<file path="config.mk">
export PLATFORM = sky130hd
export DESIGN_NAME = mem_request_unit
export DESIGN_NICKNAME = d
export VERILOG_FILES = /design/src/rtl/mem_request_unit.sv
export SDC_FILE = /design/constraint.sdc
export NUM_CORES = 1
export LEC_CHECK = 0
export CAP_MARGIN = 0
export CORE_MARGIN = 2
export CORE_UTILIZATION = 40
export CTS_CLUSTER_DIAMETER = 30
export DETAILED_ROUTE_END_ITERATION = 6
export PLACE_DENSITY_LB_ADDON = 0.2
export REMOVE_ABC_BUFFERS = 1
export SLEW_MARGIN = 20
export SYNTH_ARGS = -nofsm -noshare
export SYNTH_HDL_FRONTEND = slang
export SYNTH_SLANG_ARGS = --single-unit
</file>
<file path="constraint.sdc">
create_clock -name CLK -period 2.5 [get_ports CLK]
set_clock_uncertainty 0.2 [all_clocks]
set_input_delay 0.625 -clock CLK [delete_from_list [all_inputs] [get_ports CLK]]
set_output_delay 0.625 -clock CLK [all_outputs]
set_load 0.01 [all_outputs]
</file>
<file path="src/rtl/mem_request_unit.sv">
// Multi-state fetch/execute/memory sequencer: turns decoded memory/halt controls into
// cache request strobes, waits on iHit/dHit, and gates PC advance and IR load.
module mem_request_unit #(
   parameter int unsigned CNT_W = 16
) (
   input  logic             CLK,
   input  logic             nRST,
   input  logic             dMemRe,
   input  logic             dMemWr,
   input  logic             Halt,
   input  logic             iHit,
   input  logic             dHit,
   output logic             imemREN,
   output logic             dmemREN,
   output logic             dmemWEN,
   output logic             irEN,
   output logic             pcEN,
   output logic             halt_out,
   output logic             busy,
   output logic [CNT_W-1:0] stall_cnt
);

   typedef enum logic [2:0] {
      S_IDLE,
      S_FETCH,
      S_EXEC,
      S_MEM,
      S_HALTED
   } state_t;

   localparam logic [CNT_W-1:0] CNT_MAX = '1;

   state_t           r_state;
   state_t           w_next;
   logic             r_re;
   logic             r_we;
   logic [CNT_W-1:0] r_stall_cnt;
   logic             w_cnt_inc;
   logic             w_latch;
   logic             w_clr;

   // State register
   always_ff @(posedge CLK or negedge nRST) begin
      if (!nRST) begin
         r_state <= S_IDLE;
      end else begin
         r_state <= w_next;
      end
   end

   // Latched data-access flags; write wins when both are decoded
   always_ff @(posedge CLK or negedge nRST) begin
      if (!nRST) begin
         r_re <= 1'b0;
         r_we <= 1'b0;
      end else if (w_latch) begin
         r_we <= dMemWr;
         r_re <= dMemRe & ~dMemWr;
      end else if (w_clr) begin
         r_re <= 1'b0;
         r_we <= 1'b0;
      end
   end

   // Saturating wait-cycle counter
   always_ff @(posedge CLK or negedge nRST) begin
      if (!nRST) begin
         r_stall_cnt <= '0;
      end else if (w_cnt_inc && (r_stall_cnt != CNT_MAX)) begin
         r_stall_cnt <= r_stall_cnt + CNT_W'(1);
      end
   end

   assign stall_cnt = r_stall_cnt;

   // Next-state and Moore outputs; irEN/pcEN also qualify on the hit inputs
   always_comb begin
      w_next    = r_state;
      w_cnt_inc = 1'b0;
      w_latch   = 1'b0;
      w_clr     = 1'b0;
      imemREN   = 1'b0;
      dmemREN   = 1'b0;
      dmemWEN   = 1'b0;
      irEN      = 1'b0;
      pcEN      = 1'b0;
      halt_out  = 1'b0;
      busy      = 1'b0;
      unique case (r_state)
         S_IDLE: begin
            w_next = S_FETCH;
         end
         S_FETCH: begin
            imemREN = 1'b1;
            if (iHit) begin
               irEN   = 1'b1;
               w_next = S_EXEC;
            end else begin
               w_cnt_inc = 1'b1;
            end
         end
         S_EXEC: begin
            if (Halt) begin
               w_next = S_HALTED;
            end else if (dMemWr || dMemRe) begin
               w_latch = 1'b1;
               w_next  = S_MEM;
            end else begin
               pcEN   = 1'b1;
               w_next = S_FETCH;
            end
         end
         S_MEM: begin
            dmemWEN = r_we;
            dmemREN = r_re;
            busy    = 1'b1;
            if (dHit) begin
               pcEN   = 1'b1;
               w_clr  = 1'b1;
               w_next = S_FETCH;
            end else begin
               w_cnt_inc = 1'b1;
            end
         end
         S_HALTED: begin
            halt_out = 1'b1;
         end
         default: begin
            w_next = S_IDLE;
         end
      endcase
   end

endmodule

</file>
Yosys cells after proc, flatten, opt, wreduce, memory -nomap -nowiden
Index checks and enable logic that the tools add are counted.
- add/subtract/negate cells: 1
- equality and inequality tests: 7
- multiplexer cells: 26
- bitwise gates (word level): 3
- reduce and logical (&&, ||, !) cells: 5
- operator list (operator ; count):
    $mux 1 ; 19
    $add 16x1->16 const B ; 1
    $ne 16x16->1 const B ; 1
    $pmux 3 s5 ; 1
    $mux 3 ; 3
    $eq 3x2->1 const B ; 2
    $ne 2x2->1 const B ; 2
    $pmux 1 s2 ; 2
    $eq 3x1->1 const B ; 1
    $eq 3x3->1 const B ; 1
    $logic_not 3->1 ; 1
    $reduce_and 3->1 ; 1
    $mux 2 ; 1
    $not 1->1 ; 2
    $reduce_bool 2->1 ; 1
    $and 1x1->1 ; 1
    $logic_and 1x1->1 ; 1
    $logic_or 1x1->1 ; 1
- bits in registers: 21
- bits of input ports: 7

Depth between registers and ports, before layout
- depth after elaboration: 5
- depth in mapped cells: 6
- depth with buffers taken out: 5

Worst setup path after synthesis
No wires, ideal clock.
- path type: in2reg
- start point: in iHit
- end point: reg r_stall_cnt[15] (netlist: stall_cnt[15])
- arrival: 1.933 ns
- required time: 2.175 ns
- slack: 0.242 ns
- stages on the path: 4
- path buffers: 0
- cells stage by stage: mux2_4 -> or4_4 -> nor3_2 -> mux2_2
- word-level cells in the longest chain between the ends: 3
- ends and longest elaborated chain (what ; RTL line ; text):
    start: declaration ; 11 ; input logic iHit,
    $mux 1 ; 95 ; if (iHit) begin
    $pmux 1 s2 ; 89 ; unique case (r_state)
    $logic_and 1x1->1 ; 69 ; end else if (w_cnt_inc && (r_stall_cnt != CNT_MAX)) begin
    end signal: assignment ; 70 ; r_stall_cnt <= r_stall_cnt + CNT_W'(1);
    end: declaration ; 37 ; logic [CNT_W-1:0] r_stall_cnt;
Every way passes these cells.
A chain may end at the register's enable or synchronous reset.

Worst setup path after layout
- start point: reg r_state[2]
- end point: out imemREN
- word-level cells in the longest chain between the ends: 2
- ends and longest elaborated chain (what ; RTL line ; text):
    start: declaration ; 33 ; state_t r_state;
    start signal: assignment ; 47 ; r_state <= w_next;
    $eq 3x1->1 ; 89 ;
    $mux 1 ; 89 ;
    end: declaration ; 13 ; output logic imemREN,
Every way passes these cells.

==> flow_summary.json <==
{
  "cts.clk_slew.worst_paths_ns": 0.12,
  "antenna_found_initial": 0,
  "start_kind": "register",
  "crit_fanout": 4,
  "postSynth.asyncResetShare_pct": 100.0,
  "dieArea_sq_mm": 0.003212,
  "wl_met2_microns": 1023,
  "min_period_ns": 2.412,
  "h-tree-depth": 1,
  "wl_per_cell_microns": 12.07,
  "start_util_pct": 41.31,
  "worst_setup_path_end_kind": "primary output",
  "leakagePower_nw": 0.7124,
  "regArea_sq_um": 526.8,
  "p_per_area_mw_per_mm2": 917.1,
  "synth_seq_cells": 21,
  "clk-insertion-delay-late_ns": 0.31,
  "setup_viol": 0,
  "cts_buffers": 3,
  "drt_iter0_markers": 25,
  "grt_pass1_vias": 956,
  "setup.worst_path.class": "reg2out",
  "critPathSlowestCell": "clkdlybuf4s50_1",
  "final-hold-violation-count": 0,
  "maxCapViolCount": 0,
  "filler_cell_count": 228,
  "whs_ns": 0.3046,
  "multi_input_area_sq_um": 565.5,
  "yosysWarningCount": 0,
  "critPathTopFamily": "buffers and inverters",
  "post-route-util_pct": 59.48,
  "coreArea_sq_mm": 0.002686,
  "cts_tree": "done",
  "syn2layout_area_growth_pct": 43.97,
  "routed_via_density": 5.319,
  "dp_hpwl_microns": 1743,
  "setup_ws_ns": 0.08813,
  "netlist_instances": 110,
  "dr.pass1.iters": 4,
  "status": "finished clean",
  "mostFrequentLayoutCell": "clkdlybuf4s50_1",
  "cp.arrival_ns": 1.59,
  "synth-seq-area-share_pct": 47.35,
  "synth_edf_count": 0,
  "cts_hold_buf": 0,
  "die_y_microns": 56.68,
  "ir_worst_vdd_mv": 0.7435,
  "drc": 0,
  "root_buffer": "clkbuf_4",
  "cp_cell_sequence": "nand2b_1 > nor2_1 > clkdlybuf4s50_1",
  "cts.sinks": 21,
  "grt_max_degree": 22,
  "track_usage_pct": 16.37,
  "syn_avg_cell_area_sq_um": 10.09,
  "vias": 1016,
  "place_ws_ns": -0.3381,
  "grt-ovfl-total": 0,
  "layout-drive-gt1-share_pct": 22.50,
  "hp-class": "reg2reg",
  "setup-tns-final_ns": 0,
  "syn_area_sq_mm": 0.001110,
  "slowest_delay_ns": 0.55,
  "synthFlopType": "dfrtp_1",
  "fmax_mhz": 414.6,
  "rsz0062_at_grt": "false",
  "period_share_pct": 96.47,
  "yosysUniqueCellTypes": 34,
  "routabilityCongestion": 0.7963,
  "io_pins": 30,
  "report.final.slew_viol_count": 0,
  "routed_wl_microns": 2306,
  "met3_length_microns": 101,
  "fin_nets": 169,
  "num_rows": 19,
  "tightestPinTransition_ns": 0.3195,
  "port_buffers": 29,
  "num_antenna_cells": 0,
  "final_cell_mix": "23 x clkdlybuf4s50_1, 21 x buf_4, 20 x dfrtp_1, 11 x nand2_1, 10 x a21oi_1",
  "grt_pass1_wl_microns": 4153,
  "fp.dieW_microns": 56.68,
  "wl_met1_microns": 1159,
  "crit_buf_inv": 1,
  "routed.top_layer": "met4",
  "clock_path_buffers": 2,
  "relSlewSlack_pct": 78.64,
  "antenna_left": 0,
  "crit_required_ns": 1.67
}
-- through the flow --
stage	power (mW)	cells	instance area (sq um)
2_1_floorplan	0.9029	106	1086
3_3_place_gp	1.291	184	1550
3_5_place_dp	1.305	184	1550
4_1_cts	1.485	191	1600
5_1_grt	1.582	191	1598
6_report	1.465	191	1598
-- metal layers --
metal	global-route usage (%)	vias up
met5	0	-
met4	4.082	0
met3	5.300	5
met2	25.75	19
met1	21.84	481
li1	-	511
-- cells by family after synthesis --
group / after synthesis / share of synthesized area (%)
compound gates: 21 / 11.73
fa+ha+maj: 1 / 1.127
xor+xnor: 8 / 6.314
mux: 4 / 4.396
flops: 21 / 47.35
buf+inv: 4 / 2.142
simple gates: 51 / 26.95
-- worst paths after layout --
path | slack, ns | endpoint | cells past startpoint | from
worst min register to register | 0.30 | stall_cnt[7] | 1 | stall_cnt[7]
max in group asynchronous | 1.44 | stall_cnt[7] | 2 | nRST
worst max register to register | 0.32 | stall_cnt[15] | 5 | r_state[1]
min in group asynchronous | 0.43 | stall_cnt[10] | 2 | nRST
worst max-delay path | 0.09 | imemREN | 3 | r_state[2]
worst min-delay path | 0.30 | stall_cnt[7] | 1 | stall_cnt[7]
-- worst register-to-register path, cell delays in order (launching register included) --
cell	delay, ns
dfrtp_1	0.38
buf_4	0.16
mux2_4	0.31
or4_4	0.52
nor3_2	0.18
mux2_2	0.34
-- Yosys cell counts, drive strengths merged (2+ instances only) --
cell type | instances | area (sq um)
a21oi | 10 | 50.05
a31oi | 2 | 12.51
nand3 | 3 | 15.01
nand2b | 3 | 18.77
nor4 | 5 | 43.79
xor2 | 6 | 52.55
o211ai | 2 | 15.01
and4 | 2 | 17.52
nand4 | 6 | 37.54
mux2 | 4 | 48.79
nor3 | 4 | 30.03
o21ai | 2 | 10.01
nor2 | 7 | 26.28
dfrtp | 21 | 525.5
clkbuf | 3 | 12.51
nand2 | 11 | 41.29
and2 | 3 | 18.77
xnor2 | 2 | 17.52
and3 | 3 | 18.77
-- power by group --
| part | switching [mW] | total (mW) | internal, mW |
|---|---|---|---|
| sequential | 0.141 | 0.590 | 0.449 |
| combinational | 0.306 | 0.713 | 0.407 |
| clock | 0.101 | 0.163 | 0.0623 |
-- area by class of cell --
type | count | area share [%]
clock buffers | 4 | 1.644
repair buffers | 50 | 27.56
well taps | 31 | 2.428
multi-input cells | 85 | 35.40
flip-flops and latches | 21 | 32.97
-- flip-flops by register name, summed over array words and instances, names as in the netlist --
signal and cells:
r_re 1, r_we 1, r_state 3, stall_cnt 16
-- repair_timing --
action,CTS,global route
setup endpoints to repair,5,2
setup buffers,3,0
pin swaps,1,1
gates resized for setup,8,2
Note: power is estimated with default switching activity, not from simulation.
